==> config.mk <==
export PLATFORM = sky130hd
export DESIGN_NAME = fifo_uart_tx
export DESIGN_NICKNAME = d
export VERILOG_FILES = /design/src/rtl/fifo_uart_pkg.sv /design/src/rtl/fifo_uart_tx_baud_tick.sv /design/src/rtl/fifo_uart_tx.sv
export SDC_FILE = /design/constraint.sdc
export NUM_CORES = 1
export LEC_CHECK = 0
export ABC_AREA = 1
export CAP_MARGIN = 20
export CORE_ASPECT_RATIO = 0.8
export CORE_MARGIN = 4
export CORE_UTILIZATION = 51
export CTS_CLUSTER_SIZE = 40
export DETAILED_ROUTE_END_ITERATION = 10
export PLACE_DENSITY = 0.85
export SLEW_MARGIN = 20
export SYNTH_ARGS = -nofsm -noshare
export SYNTH_HDL_FRONTEND = slang
export SYNTH_SLANG_ARGS = --single-unit
==> constraint.sdc <==
create_clock -name clk -period 1.8 [get_ports clk]
set_clock_uncertainty 0.1 [all_clocks]
set_input_delay 0.45 -clock clk [delete_from_list [all_inputs] [get_ports clk]]
set_output_delay 0.45 -clock clk [all_outputs]
set_load 0.1 [all_outputs]
==> src/rtl/fifo_uart_pkg.sv <==
// Shared constants for the FIFO-draining UART transmitter: state codes,
// default geometry and a frame-length helper (PARITY_EN adds one bit-time).
package fifo_uart_pkg;

  localparam int CLKS_PER_BIT_DEF = 16;
  localparam int DATA_W_DEF       = 8;
  localparam int STATE_W          = 3;

  localparam logic [STATE_W-1:0] ST_IDLE   = 3'd0;
  localparam logic [STATE_W-1:0] ST_LOAD   = 3'd1;
  localparam logic [STATE_W-1:0] ST_START  = 3'd2;
  localparam logic [STATE_W-1:0] ST_DATA   = 3'd3;
  localparam logic [STATE_W-1:0] ST_PARITY = 3'd4;
  localparam logic [STATE_W-1:0] ST_STOP   = 3'd5;

  // Clock cycles from one start bit to the next when bytes are back to back,
  // including the single LOAD cycle between frames.
  function automatic int frame_cycles(input int clks_per_bit, input int data_w,
                                      input bit parity_en);
    return (2 + data_w + (parity_en ? 1 : 0)) * clks_per_bit + 1;
  endfunction

endpackage

==> src/rtl/fifo_uart_tx_baud_tick.sv <==
// Bit-time divider: counts CLKS_PER_BIT cycles after every synchronous clear
// and pulses tick on the last cycle of each bit-time.
module baud_tick #(
  parameter int CLKS_PER_BIT = 16
) (
  input  logic clk,
  input  logic reset,
  input  logic clear,
  output logic tick
);

  localparam int CW = (CLKS_PER_BIT > 2) ? $clog2(CLKS_PER_BIT) : 1;

  logic [CW-1:0] cnt;

  // Sequence after a clear is 0, N-1, ..., 1, so the value 1 marks the last cycle.
  always_ff @(posedge clk) begin
    if (!reset || clear) begin
      cnt <= '0;
    end else if (cnt == '0) begin
      cnt <= CW'(CLKS_PER_BIT - 1);
    end else begin
      cnt <= cnt - 1'b1;
    end
  end

  assign tick = (cnt == CW'(1));

endmodule

==> src/rtl/fifo_uart_tx.sv <==
// Drains the byte FIFO onto a UART line, LSB first, 8N1 by default.
// Define PARITY_EN to add an even-parity bit (8E1 frame).
module fifo_uart_tx
  import fifo_uart_pkg::*;
#(
  parameter int CLKS_PER_BIT = CLKS_PER_BIT_DEF,
  parameter int DATA_W       = DATA_W_DEF
) (
  input  logic              clk,
  input  logic              reset,
  input  logic              fifo_empty,
  input  logic [DATA_W-1:0] fifo_data,
  output logic              fifo_rd,
  output logic              tx,
  output logic              busy,
  output logic              tx_done,
  output logic [2:0]        fsm_state
);

  // Handshake: fifo_rd is a one-cycle pop strobe, raised only in LOAD, which is
  // entered only after fifo_empty=0 was sampled; fifo_data is taken at its end.

  localparam int BW = (DATA_W > 1) ? $clog2(DATA_W) : 1;

  logic [2:0]        state;
  logic [2:0]        state_nxt;
  logic [DATA_W-1:0] shift_q;
  logic [BW-1:0]     bit_cnt;
  logic              bit_end;
  logic              last_bit;
  logic              baud_clear;
  logic              tx_nxt;
`ifdef PARITY_EN
  logic              parity_q;
`endif

  assign last_bit   = (bit_cnt == BW'(DATA_W - 1));
  assign baud_clear = (state_nxt != state);
  assign fsm_state  = state;

  baud_tick #(
    .CLKS_PER_BIT(CLKS_PER_BIT)
  ) u_baud_tick (
    .clk  (clk),
    .reset(reset),
    .clear(baud_clear),
    .tick (bit_end)
  );

  always_comb begin
    state_nxt = state;
    case (state)
      ST_IDLE:  if (!fifo_empty) state_nxt = ST_LOAD;
      ST_LOAD:  state_nxt = ST_START;
      ST_START: if (bit_end) state_nxt = ST_DATA;
      ST_DATA: begin
        if (bit_end && last_bit) begin
`ifdef PARITY_EN
          state_nxt = ST_PARITY;
`else
          state_nxt = ST_STOP;
`endif
        end
      end
`ifdef PARITY_EN
      ST_PARITY: if (bit_end) state_nxt = ST_STOP;
`endif
      ST_STOP: if (bit_end) state_nxt = fifo_empty ? ST_IDLE : ST_LOAD;
      default: state_nxt = ST_IDLE;
    endcase
  end

  // The line level is registered from the current state, so tx trails the
  // state by one cycle and the start bit appears one edge after LOAD ends.
  always_comb begin
    tx_nxt = 1'b1;
    case (state)
      ST_START:  tx_nxt = 1'b0;
      ST_DATA:   tx_nxt = shift_q[0];
`ifdef PARITY_EN
      ST_PARITY: tx_nxt = parity_q;
`endif
      default:   tx_nxt = 1'b1;
    endcase
  end

  always_ff @(posedge clk) begin
    if (!reset) begin
      state   <= ST_IDLE;
      shift_q <= '0;
      bit_cnt <= '0;
      fifo_rd <= 1'b0;
      tx      <= 1'b1;
      busy    <= 1'b0;
      tx_done <= 1'b0;
    end else begin
      state   <= state_nxt;
      fifo_rd <= (state_nxt == ST_LOAD);
      busy    <= (state_nxt != ST_IDLE);
      tx      <= tx_nxt;
      tx_done <= (state == ST_STOP) && bit_end;
      if (state == ST_LOAD) begin
        shift_q <= fifo_data;
        bit_cnt <= '0;
      end else if ((state == ST_DATA) && bit_end) begin
        shift_q <= shift_q >> 1;
        bit_cnt <= bit_cnt + 1'b1;
      end
    end
  end

`ifdef PARITY_EN
  always_ff @(posedge clk) begin
    if (!reset) begin
      parity_q <= 1'b0;
    end else if (state == ST_LOAD) begin
      parity_q <= ^fifo_data;
    end
  end
`endif

endmodule

### After elaboration in Yosys (flattened, before gate mapping)

Index checks and enable logic that the tools add are counted.
Widths: inputs -> output; s select.

| storage, ports and cells | value |
|---|---|
| register bits after elaboration | 22 |
| input port bits | 11 |
| word-level logic and storage cells | 39 |

| operators by class | value |
|---|---|
| add/subtract/negate cells | 2 |
| equality and inequality tests | 8 |
| multiplexer cells | 10 |
| bitwise operators | 1 |
| reduce and logical (&&, ||, !) cells | 10 |

Operator list:

| operator | number |
|---|---|
| $mux 8 | 2 |
| $pmux 3 s5 | 1 |
| $mux 3 | 4 |
| $eq 3x1->1 const B | 2 |
| $eq 3x2->1 const B | 2 |
| $eq 3x3->1 const B | 2 |
| $eq 4x1->1 const B | 1 |
| $logic_not 4->1 | 1 |
| $mux 4 | 1 |
| $sub 4x1->4 const B | 1 |
| $add 3x1->3 const B | 1 |
| $logic_and 1x1->1 | 3 |
| $logic_not 3->1 | 1 |
| $ne 3x3->1 | 1 |
| $reduce_bool 3->1 | 1 |
| $pmux 1 s2 | 1 |
| $reduce_bool 2->1 | 1 |
| $reduce_or 2->1 | 1 |
| $logic_not 1->1 | 1 |
| $logic_or 1x1->1 | 1 |
| $mux 1 | 1 |
| $not 1->1 | 1 |

### Longest topological paths before layout

| logic depth | value |
|---|---|
| depth in word-level cells | 6 |
| mapped depth | 10 |
| depth with buffers taken out | 10 |

### Cells and area by module

A second synthesis with hierarchy kept.

| unflattened totals | value |
|---|---|
| cells, all modules | 146 |
| area total of the unflattened synthesis | 1048.5 µm² |

Modules (own cells, without submodules):

| module | instances | cells an instance | area each (µm²) |
|---|---|---|---|
| fifo_uart_tx | 1 | 119 | 837.1 |
| baud_tick | 1 | 27 | 211.5 |

### Worst setup path before layout

Ideal clock, no wire load.

| timing | value |
|---|---|
| kind | register -> register |
| start | register state[0] (netlist: fsm_state[0]) |
| end | register u_baud_tick.cnt[0] |
| arrival time | 1.850 ns |
| data required time | 1.586 ns |
| slack | -0.264 ns |
| cell stages (with the launch flop) | 11 |
| cell sequence | dfxtp_1 > buf_2 > nand2_1 > nor2_1 > nand2_1 > nand2_1 > nand2_1 > nand2_1 > nand2_1 > nand2_1 > nor2_1 |

| on the way | value |
|---|---|
| longest elaborated chain between the ends | 4 |
| elaborated cells between the ends (all ways) | 12 |
| classes of those cells | eq/ne: 5; mux: 5; reduce/logical: 2 |

RTL lines:

| element | line | RTL |
|---|---|---|
| from (decl) | fifo_uart_tx.sv:25 | `logic [2:0] state;` |
| from (signal assigned) | fifo_uart_tx.sv:97 | `state <= state_nxt;` |
| $eq 3x3->1, or another cell as far along | fifo_uart_tx.sv:52 | `case (state)` |
| $pmux 3 s5 | fifo_uart_tx.sv:52 |  |
| $ne 3x3->1 * | fifo_uart_tx.sv:38 | `assign baud_clear = (state_nxt != state);` |
| $logic_or 1x1->1 * | fifo_uart_tx_baud_tick.sv:18 | `if (!reset \|\| clear) begin` |
| to (signal assigned) | fifo_uart_tx_baud_tick.sv:21 | `cnt <= CW'(CLKS_PER_BIT - 1);` |
| to (signal assigned) | fifo_uart_tx_baud_tick.sv:23 | `cnt <= cnt - 1'b1;` |
| to (decl) | fifo_uart_tx_baud_tick.sv:14 | `logic [CW-1:0] cnt;` |

Mark *: on every way between the ends. The rest lies on a longest branch, timed or not.
A chain may end at the register's enable or synchronous reset.

### Worst setup path in the final report

| timing | value |
|---|---|
| start | register u_baud_tick.cnt[1] |
| end | register shift_q[7] |

| on the way | value |
|---|---|
| longest elaborated chain between the ends | 3 |

RTL lines:

| element | line | RTL |
|---|---|---|
| $eq 4x1->1 | fifo_uart_tx_baud_tick.sv:27 | `assign tick = (cnt == CW'(1));` |
| $logic_and 1x1->1 | fifo_uart_tx.sv:105 | `end else if ((state == ST_DATA) && bit_end) begin` |
| $reduce_bool 2->1 (no source line) | -- |  |
| to (signal assigned) | fifo_uart_tx.sv:103 | `shift_q <= fifo_data;` |
| to (signal assigned) | fifo_uart_tx.sv:106 | `shift_q <= shift_q >> 1;` |
| to (decl) | fifo_uart_tx.sv:27 | `logic [DATA_W-1:0] shift_q;` |

No other way between the ends.

==> metrics <==
outcome finished, final reports clean; syn avg cell area roughly 7.6 sq um; crit start category flop; die height between 40 and 50 microns; Die X-Extent slightly below 60 microns; final hold slack 0.3830 ns; Crit Reg-Reg Endpoint shift_q[7]; leakage 0.5568 nW; Iteration-0 DRC Markers 45; most common cell after layout, fill and taps aside nand2_1; Detailed Place HPWL 1.756 mm; unrepaired setup endpoints after global routing false; Final Non-Filler Cells 183; Pre-antenna DRT Iters 4; Clock Latency Late Sink around 0.31 ns; hold endpoint shift_q[0]; Slew Limit Fails 0; WL/cell between 10 and 15 microns; antenna cell count 0; share of layout cells above drive strength 1 around 18%; PwrDens a little over 900 mW/mm^2; Seq cells post-synth 22; Port Buffers 17; Via density about 5.3; Worst-Margin Slew roughly 0.40 ns; CTS Root Cell clkbuf_4; starting density of the core a little over half; Max Root-Sink Buffers 2; GRT overflow 0; largest net degree at the start of global routing 13; Final #Nets approximately 180; Design Power between 1 and 1.5 mW; area of the core 0.001927 sq mm; Max-Cap Viols 0; Crit Path Class flop to flop; Post-Route WL approximately 2.3 mm; Fill cells about 150; vias in the first global route approximately 850; maximum clock frequency between 0.6 and 0.7 GHz; Reg clk slew, reported paths 0.12 ns; clk sink count 22; required time of the critical path just under 2 ns; endpoints failing setup 0; post-synthesis cell type count 24; Hold Startpoint shift_q[0]; R2R depth 8; Final Util between 70% and 80%; Slew headroom between 70 and 80%; CTS Hold Bufs 0; Setup crit end kind flop; FP Rows 14; Peak VDD IR 651.0 uV; H-Tree Depth 1; post-layout minimum cycle time between 1.5 and 2 ns; setup ws final just over 0.2 ns; DP Cell Count 179; worst reg2reg setup slack about 0.21 ns; share of the yosys chip area belonging to registers a little over two fifths; Die ar. roughly 0.0029 sq mm; first-pass GRT wire length between 3 and 4 mm; Post-Place Setup Slack 0.06291 ns; synth-to-layout area growth 27.81%; Tot GR Track Use about 16%; CTS tree yes; post-synth net total between 150 and 200; DP Area approximately 0.0013 sq mm; Cell Area, Synth about 0.0011 sq mm; initial antenna violation count 0; final hold viol count 0; via count around 1000; worst r2r src u_baud_tick.cnt[1]; DRC Markers 0; Inserted Clock Buffers 3; Final period util about nine tenths; Ys Warns 0; commonest non-fill, non-tap cells in the layout nand2_1, dfxtp_1, nor2_1, clkdlybuf4s50_1, a31oi_1; Hold Path Cell Cnt 2; io pins 18; Critical Path Fanout Max 8; post-CTS setup buffer count 0; Setup TNS 0 ns; gpl congestion 0.7982; Cells after Synth between 100 and 150; arrival time at the worst endpoint approximately 1.7 ns; CTS resizes 0; Final Cell Area 0.001351 sq mm; number of nets with antenna violations after routing 0; Hold WC Path Type flop to flop
[state kept, by name, indices dropped and copies added, names as in the netlist]
name / count
tx: 1
busy: 1
shift_q: 8
fsm_state: 3
bit_cnt: 3
fifo_rd: 1
tx_done: 1
u_baud_tick.cnt: 4
[how the worst max path moves through the flow]
stage                       startpoint            endpoint  slack (ns)  cells after the start
global placement                 reset  u_baud_tick.cnt[1]        0.10                      7
floorplan                 fsm_state[0]  u_baud_tick.cnt[0]        0.08                     10
finish              u_baud_tick.cnt[1]          shift_q[7]        0.21                      8
detailed placement               reset  u_baud_tick.cnt[1]        0.06                      7
CTS                 u_baud_tick.cnt[1]          shift_q[7]        0.20                      8
global route        u_baud_tick.cnt[1]          shift_q[5]        0.06                      7
[Yosys cell counts]
master | number | area, sq um
a21oi_1 | 5 | 25.02
a21oi_2 | 1 | 8.760
a31oi_1 | 9 | 56.30
buf_2 | 1 | 5.000
buf_6 | 2 | 22.52
clkbuf_1 | 1 | 3.750
dfxtp_1 | 22 | 440.4
ha_1 | 5 | 62.56
inv_1 | 8 | 30.03
inv_2 | 3 | 11.26
nand2_1 | 42 | 157.7
nand2_2 | 1 | 6.260
nand2_4 | 2 | 22.52
nand3_1 | 8 | 40.04
nand4_1 | 1 | 6.260
nor2_1 | 17 | 63.81
nor2_2 | 3 | 18.77
nor2_4 | 3 | 33.78
nor3b_1 | 1 | 7.510
nor4_1 | 1 | 6.260
o21ai_0 | 1 | 5.000
or2_0 | 1 | 6.260
xnor2_1 | 1 | 8.760
xor2_1 | 1 | 8.760
[area by class of cell]
cell class	count	area, sq um	area share (%)
tap	24	30.03	2.222
timing repair buffer	19	255.2	18.89
sequential	22	444.2	32.87
inverter	11	41.29	3.056
clock buffer	4	36.28	2.685
multi-input combinational	103	544.3	40.28
[worst max-delay path: stages (launching register included)]
cell and delay (ns):
dfxtp_1 0.35, inv_1 0.07, ha_1 0.27, nand2_4 0.14
nor2_4 0.06, buf_4 0.16, nor2_4 0.15, nand2_1 0.08
a21oi_1 0.15
[where the power goes]
group / total [mW] / internal, mW / switching [mW]
clock: 0.272 / 0.124 / 0.149
combinational: 0.389 / 0.143 / 0.246
sequential: 0.573 / 0.529 / 0.0438
[per-layer routing]
metal / GRT usage [%] / part of all wire (%) / up-vias
met3: 5.851 / 8.7 / 6
met1: 19.45 / 43 / 438
met4: 7.547 / 1.5 / 0
li1: - / - / 488
met2: 26.10 / 47 / 46
met5: 0 / 0 / -
[logic make-up after synthesis]
| logic type | Yosys count | share of synthesized area, % |
|---|---|---|
| and+or+nand+nor | 80 | 34.91 |
| DFF | 22 | 41.66 |
| AOI/OAI and AO/OA | 16 | 8.993 |
| buffers and inverters | 15 | 6.863 |
| adders and majority gates | 5 | 5.917 |
| xor gates and xnor gates | 2 | 1.657 |
Note: power is estimated with default switching activity, not from simulation.
